<file path="config.mk">
export PLATFORM = sky130hd
export DESIGN_NAME = piso_serializer
export DESIGN_NICKNAME = d
export VERILOG_FILES = /design/src/rtl/piso_pkg.sv /design/src/rtl/piso_bit_counter.sv /design/src/rtl/piso_serializer.sv
export SDC_FILE = /design/constraint.sdc
export NUM_CORES = 1
export LEC_CHECK = 0
export BUFFER_PORTS_ARGS = -buffer_cell sky130_fd_sc_hd__buf_2
export CORE_MARGIN = 3
export CORE_UTILIZATION = 44
export CTS_CLUSTER_SIZE = 14
export DETAILED_ROUTE_END_ITERATION = 12
export GPL_TIMING_DRIVEN = 0
export PLACE_DENSITY = 0.71
export SLEW_MARGIN = 20
export SYNTH_ARGS = -nofsm -noshare
export SYNTH_HDL_FRONTEND = slang
export SYNTH_SLANG_ARGS = --single-unit
</file>
<file path="constraint.sdc">
create_clock -name clk -period 1.5 [get_ports clk]
set_clock_uncertainty 0.05 [all_clocks]
set_input_delay 0.15 -clock clk [delete_from_list [all_inputs] [get_ports clk]]
set_output_delay 0.15 -clock clk [all_outputs]
set_load 0.01 [all_outputs]
</file>
<file path="src/rtl/piso_pkg.sv">
// Shared types and helpers for the parallel-in/serial-out serializer.
//   state_t     : FSM encoding (IDLE, SHIFT)
//   next_shreg  : one-step shift toward the output end, zero fill
package piso_pkg;

  // Widest word the shift helper handles. Callers zero-extend into this
  // width and truncate the result back to their own WIDTH.
  localparam int MAX_W = 256;

  typedef enum logic {
    IDLE  = 1'b0,
    SHIFT = 1'b1
  } state_t;

  // Left shift moves bit WIDTH-2 into the MSB-first output slot.
  // Right shift moves bit 1 into the LSB-first output slot. Because the
  // caller zero-extends, the upper padding bits are zero, so truncating
  // the result gives a correct zero fill in both directions.
  function automatic logic [MAX_W-1:0] next_shreg(input logic [MAX_W-1:0] s,
                                                  input logic             msb_first);
    return msb_first ? (s << 1) : (s >> 1);
  endfunction

endpackage

</file>
<file path="src/rtl/piso_bit_counter.sv">
// Loadable down-counter with a zero flag. It tracks the remaining bit
// periods of the word currently being sent.
//   clk, rst : clock and synchronous active-high reset
//   load     : load load_val (takes priority over dec)
//   load_val : value loaded on load
//   dec      : decrement by one; ignored at zero, so the count never wraps
//   cnt      : current count
//   zero     : cnt == 0
module piso_bit_counter #(
  parameter int CW = 3
) (
  input  logic          clk,
  input  logic          rst,
  input  logic          load,
  input  logic [CW-1:0] load_val,
  input  logic          dec,
  output logic [CW-1:0] cnt,
  output logic          zero
);

  always_ff @(posedge clk) begin
    if (rst)                cnt <= '0;
    else if (load)          cnt <= load_val;
    else if (dec && !zero)  cnt <= cnt - CW'(1);
  end

  assign zero = (cnt == '0);

endmodule

</file>
<file path="src/rtl/piso_serializer.sv">
// Parameterised parallel-in/serial-out shifter with a valid/ready load
// handshake, shift-enable pacing and busy/last status. Words can be sent
// back to back without a gap.
//   clk, rst   : clock and synchronous active-high reset
//   load_valid : producer offers pin
//   load_ready : a word can be accepted this cycle (combinational)
//   pin        : parallel word, sampled only on an accepted load
//   shift_en   : advance one bit this cycle; 0 holds the current bit
//   sout       : serial data (registered); IDLE_LEVEL when no word is active
//   sout_valid : sout carries a data bit
//   busy       : word in progress
//   last       : sout carries the final bit of the current word
module piso_serializer
  import piso_pkg::*;
#(
  parameter int   WIDTH      = 8,
  parameter bit   MSB_FIRST  = 1'b1,
  parameter logic IDLE_LEVEL = 1'b0
) (
  input  logic             clk,
  input  logic             rst,
  input  logic             load_valid,
  output logic             load_ready,
  input  logic [WIDTH-1:0] pin,
  input  logic             shift_en,
  output logic             sout,
  output logic             sout_valid,
  output logic             busy,
  output logic             last
);

  localparam int CW = $clog2(WIDTH);
  // Bit position that drives sout.
  localparam int OB = MSB_FIRST ? WIDTH - 1 : 0;

  state_t           state, state_n;
  logic [WIDTH-1:0] shreg, shreg_n;
  logic [CW-1:0]    cnt;
  logic             cnt_zero;
  logic             accept;
  logic             dec;

  // Ready when idle, or at the closing edge of the last bit so the next
  // word follows without an idle cycle.
  assign load_ready = (state == IDLE) || (state == SHIFT && cnt_zero && shift_en);
  assign accept     = load_valid && load_ready;

  always_comb begin
    state_n = state;
    shreg_n = shreg;
    dec     = 1'b0;
    if (accept) begin
      shreg_n = pin;
      state_n = SHIFT;
    end else if (state == SHIFT && shift_en) begin
      if (!cnt_zero) begin
        shreg_n = WIDTH'(next_shreg(MAX_W'(shreg), MSB_FIRST));
        dec     = 1'b1;
      end else begin
        state_n = IDLE;
      end
    end
  end

  piso_bit_counter #(.CW(CW)) u_cnt (
    .clk      (clk),
    .rst      (rst),
    .load     (accept),
    .load_val (CW'(WIDTH - 1)),
    .dec      (dec),
    .cnt      (cnt),
    .zero     (cnt_zero)
  );

  // Outputs are registered from the next-state values so they line up
  // with state/shreg and change only on the clock edge.
  always_ff @(posedge clk) begin
    if (rst) begin
      state      <= IDLE;
      shreg      <= '0;
      sout       <= IDLE_LEVEL;
      sout_valid <= 1'b0;
      busy       <= 1'b0;
    end else begin
      state      <= state_n;
      shreg      <= shreg_n;
      sout       <= (state_n == SHIFT) ? shreg_n[OB] : IDLE_LEVEL;
      sout_valid <= (state_n == SHIFT);
      busy       <= (state_n == SHIFT);
    end
  end

  assign last = busy && cnt_zero;

endmodule

</file>
==> flow_summary.toml <==
[timing]
rsz0062_at_grt = "yes"
final_hold_viol_count = 0
timing_worst_slew_pin_value_ps = 505.6
max_freq_mhz = 695.7
slew-limit-headroom_pct = 66.30
finalCriticalPeriod_ps = 1437
final_min_period_over_clock_period_pct = 95.82
fin_hold_ws_ps = 82.02
final-setup-viol-count = 0
drv_slew = 0
fin_ws_ps = 62.70

[global_routing]
top_usage_layer = "met2"
met3_usage_pct = 4.065
largest_net_degree_at_the_start_of_global_routing = 11
grt_util_met1_pct = 19.70
globalRoute.totalOverflow = 0
grt_antenna_before_repair = 0
grt_usage_pct = 15.77
grt_pass1_wl_mm = 2.249
first_global_vias = 530
gr-usage-met2_pct = 24.42

[clock_tree]
clock_sinks = 13
clock-root-buffer = "sky130_fd_sc_hd__clkbuf_4"
clock_insertion_delay_worst_skew_ps = 270
cts.htree.levels = 1
cts_buffers = 3
clk_transition_reported_paths_ps = 80
cts_tree = "yes"
cts.path.max_buffers = 2

[setup_path]
worstPathArrival_ps = 1560
critPathBufInv = 1
worst-setup-path-type = "register to register"
cpPeakStageDelay_ps = 320
cp_slowest_cell = "sky130_fd_sc_hd__dfxtp_2"
timing.rr.start = "u_cnt.cnt[1]$_SDFFE_PP0P_"
data_required_time_of_the_worst_path_ps = 1620
critical-path-top-delay-family = "compound AO/OA/AOI/OAI gates"
nature_of_the_critical_path_startpoint = "register"
crit_path_max_fanout = 8
worstPathCellList = "inv_2 > ha_4 > nand3b_1 > a21bo_4 > o221a_2"
setup.worst_path.end_class = "register"
cp-startpoint = "u_cnt.cnt[1]$_SDFFE_PP0P_"

[floorplanning]
num_io_pins = 17
chipWidth_um = 44.16
coreArea_sq_um = 1334
die-area_sq_um = 1950
number_of_cell_rows = 13
start_util_pct = 48.03
die-height_um = 44.16

[flow_run]
drv.max_cap_violation_count = 0

[power_and_ir_drop]
irDropWorstVdd_v = 0.0006467
leakage_nw = 0.3558
p_per_area_nw_per_um2 = 1049

[cells_and_area]
diodes = 0
finish.utilization_pct = 60.60
layout.nets = 102
multi_input_gate_area_sq_um = 362.8
layout-drive-gt1-share_pct = 47.13
seq_area_sq_um = 264.0
fillCellCount = 122
final_cells = 102
synthToLayoutAreaGrowth_pct = 26.17

[place]
finalWeightedCongestion = 0.7437
numPortBuffers = 16
dpl_worst_slack_ps = -107.6
place.detailed.instances = 98
hpwl_um = 942.1

[yosys]
syn-mean-instance-area_sq_um = 9.561
sequential_cell_area_fraction_in_the_yosys_report_pct = 40.62
synth_area_leaders = "sky130_fd_sc_hd__dfxtp_1 41%, sky130_fd_sc_hd__o221a_2 7.0%, sky130_fd_sc_hd__a21oi_1 6.3%, sky130_fd_sc_hd__inv_1 4.7%, sky130_fd_sc_hd__a211oi_2 3.9%"
synth-warning-count = 0
postSynthRegisterBits = 13
synth_fp_nets = 81
synth.lib_cells_used.distinct = 29
post-synth-top-area-fraction_pct = 40.63
synthesis.area_sq_um = 640.6
synthCells = 67
post-synth-top-area-cell = "sky130_fd_sc_hd__dfxtp_1"

[detailed_routing]
route.antenna.remaining_nets = 0
detailedRoute.firstPassIterationCount = 5
drc = 0
drt-wirelength-per-cell_um = 13.34
finalWirelength_mm = 1.361
num_vias = 561
drt-initial-drc-count = 6
post_drt_via_cell_ratio = 5.500

[run_status]
status = "completed"

[hold_path]
min-delay-path-class = "input port to register"
hold_path.startpoint = "pin[7]"
-- cells by family (layout without fill, tap and decap cells) --
logic type | Yosys count | in the layout | synth area share (%)
AOI/OAI and AO/OA | 24 | 24 | 30.27
muxes | 2 | 2 | 3.906
DFF | 13 | 13 | 40.63
adders and majority gates | 2 | 2 | 3.906
xor gates and xnor gates | 1 | 1 | 1.367
and+or+nand+nor | 13 | 13 | 10.94
buffers and inverters | 12 | 32 | 8.984
-- state kept, by name, summed over array words and instances (netlist names) --
signal     cells
shreg          8
sout           1
state          1
u_cnt.cnt      3
-- per-stage QoR --
stage          area [sq um]  total power (W)  TNS, ps
6_report              808.3        0.0008480        0
3_5_place_dp          739.5        0.0006079   -632.9
3_3_place_gp          739.5        0.0006031   -550.8
4_1_cts               770.7        0.0008321        0
5_1_grt               808.3        0.0009005   -29.22
2_1_floorplan         640.6        0.0005513        0
-- where the power goes --
group          internal (W)  switching, W  total (W)
logic              0.000115      0.000108   0.000223
registers          0.000383     0.0000261   0.000410
clock network      0.000103      0.000112   0.000215
-- area by class of cell --
| class | count | share of cell area (%) |
|---|---|---|
| timing repair buffer | 18 | 11.76 |
| sequential | 13 | 32.66 |
| tap | 15 | 2.322 |
| inverter | 8 | 3.715 |
| buffer | 2 | 1.393 |
| multi-input combinational | 42 | 44.89 |
| clock buffer | 4 | 3.251 |
-- worst paths after layout --
path | to | slack [ps] | depth (start not counted)
worst max-delay path | shreg[3]$_SDFFE_PP0P_ | 60 | 5
worst min-delay path | sout$_SDFF_PP0_ | 80 | 3
worst max register to register | shreg[3]$_SDFFE_PP0P_ | 60 | 5
worst min register to register | shreg[6]$_SDFFE_PP0P_ | 460 | 2
-- per-layer routing --
layer  share of wire (%)  up-vias  wire length, um
li1                    -      280                -
met1                  45      258              618
met2                  46       18              626
met3                 6.2        5               84
met4                 2.4        0               32
met5                   0        -                0
-- Yosys cell counts (all sizes together) --
cell,n
buf,4
a221oi,1
inv,8
o21ai,2
a21oi,8
a22oi,1
a21bo,1
and3,2
nand2,2
o21a,1
o221a,5
dfxtp,13
a222oi,1
mux2i,1
o211a,1
nand2b,1
nor2b,1
nand3b,1
xnor2,1
nor2,6
mux2,1
a21boi,1
ha,2
a211oi,2
-- tightest hold or removal path: stages --
cell	delay (ps)
sky130_fd_sc_hd__buf_2	110
sky130_fd_sc_hd__nand2_1	50
sky130_fd_sc_hd__a21oi_1	60
-- cells in the final DEF, fill, tap and decap left out, types with 2 or more instances in the layout --
cell type	instances
sky130_fd_sc_hd__o221a_2	3
sky130_fd_sc_hd__nor2_1	6
sky130_fd_sc_hd__a211oi_2	2
sky130_fd_sc_hd__buf_2	16
sky130_fd_sc_hd__dfxtp_1	10
sky130_fd_sc_hd__a21oi_1	7
sky130_fd_sc_hd__clkbuf_4	3
sky130_fd_sc_hd__buf_4	3
sky130_fd_sc_hd__inv_1	6
sky130_fd_sc_hd__dfxtp_2	3
sky130_fd_sc_hd__inv_2	2
sky130_fd_sc_hd__nand2_1	2
-- repair_timing --
| item | CTS | global route |
|---|---|---|
| hold buffers | 0 | 0 |
| buffers inserted | 0 | 2 |
| gates resized for setup | 5 | 9 |
| endpoints found under the setup margin | 10 | 10 |
| pin swaps | 2 | 3 |
Note: power is estimated with default switching activity, not from simulation.
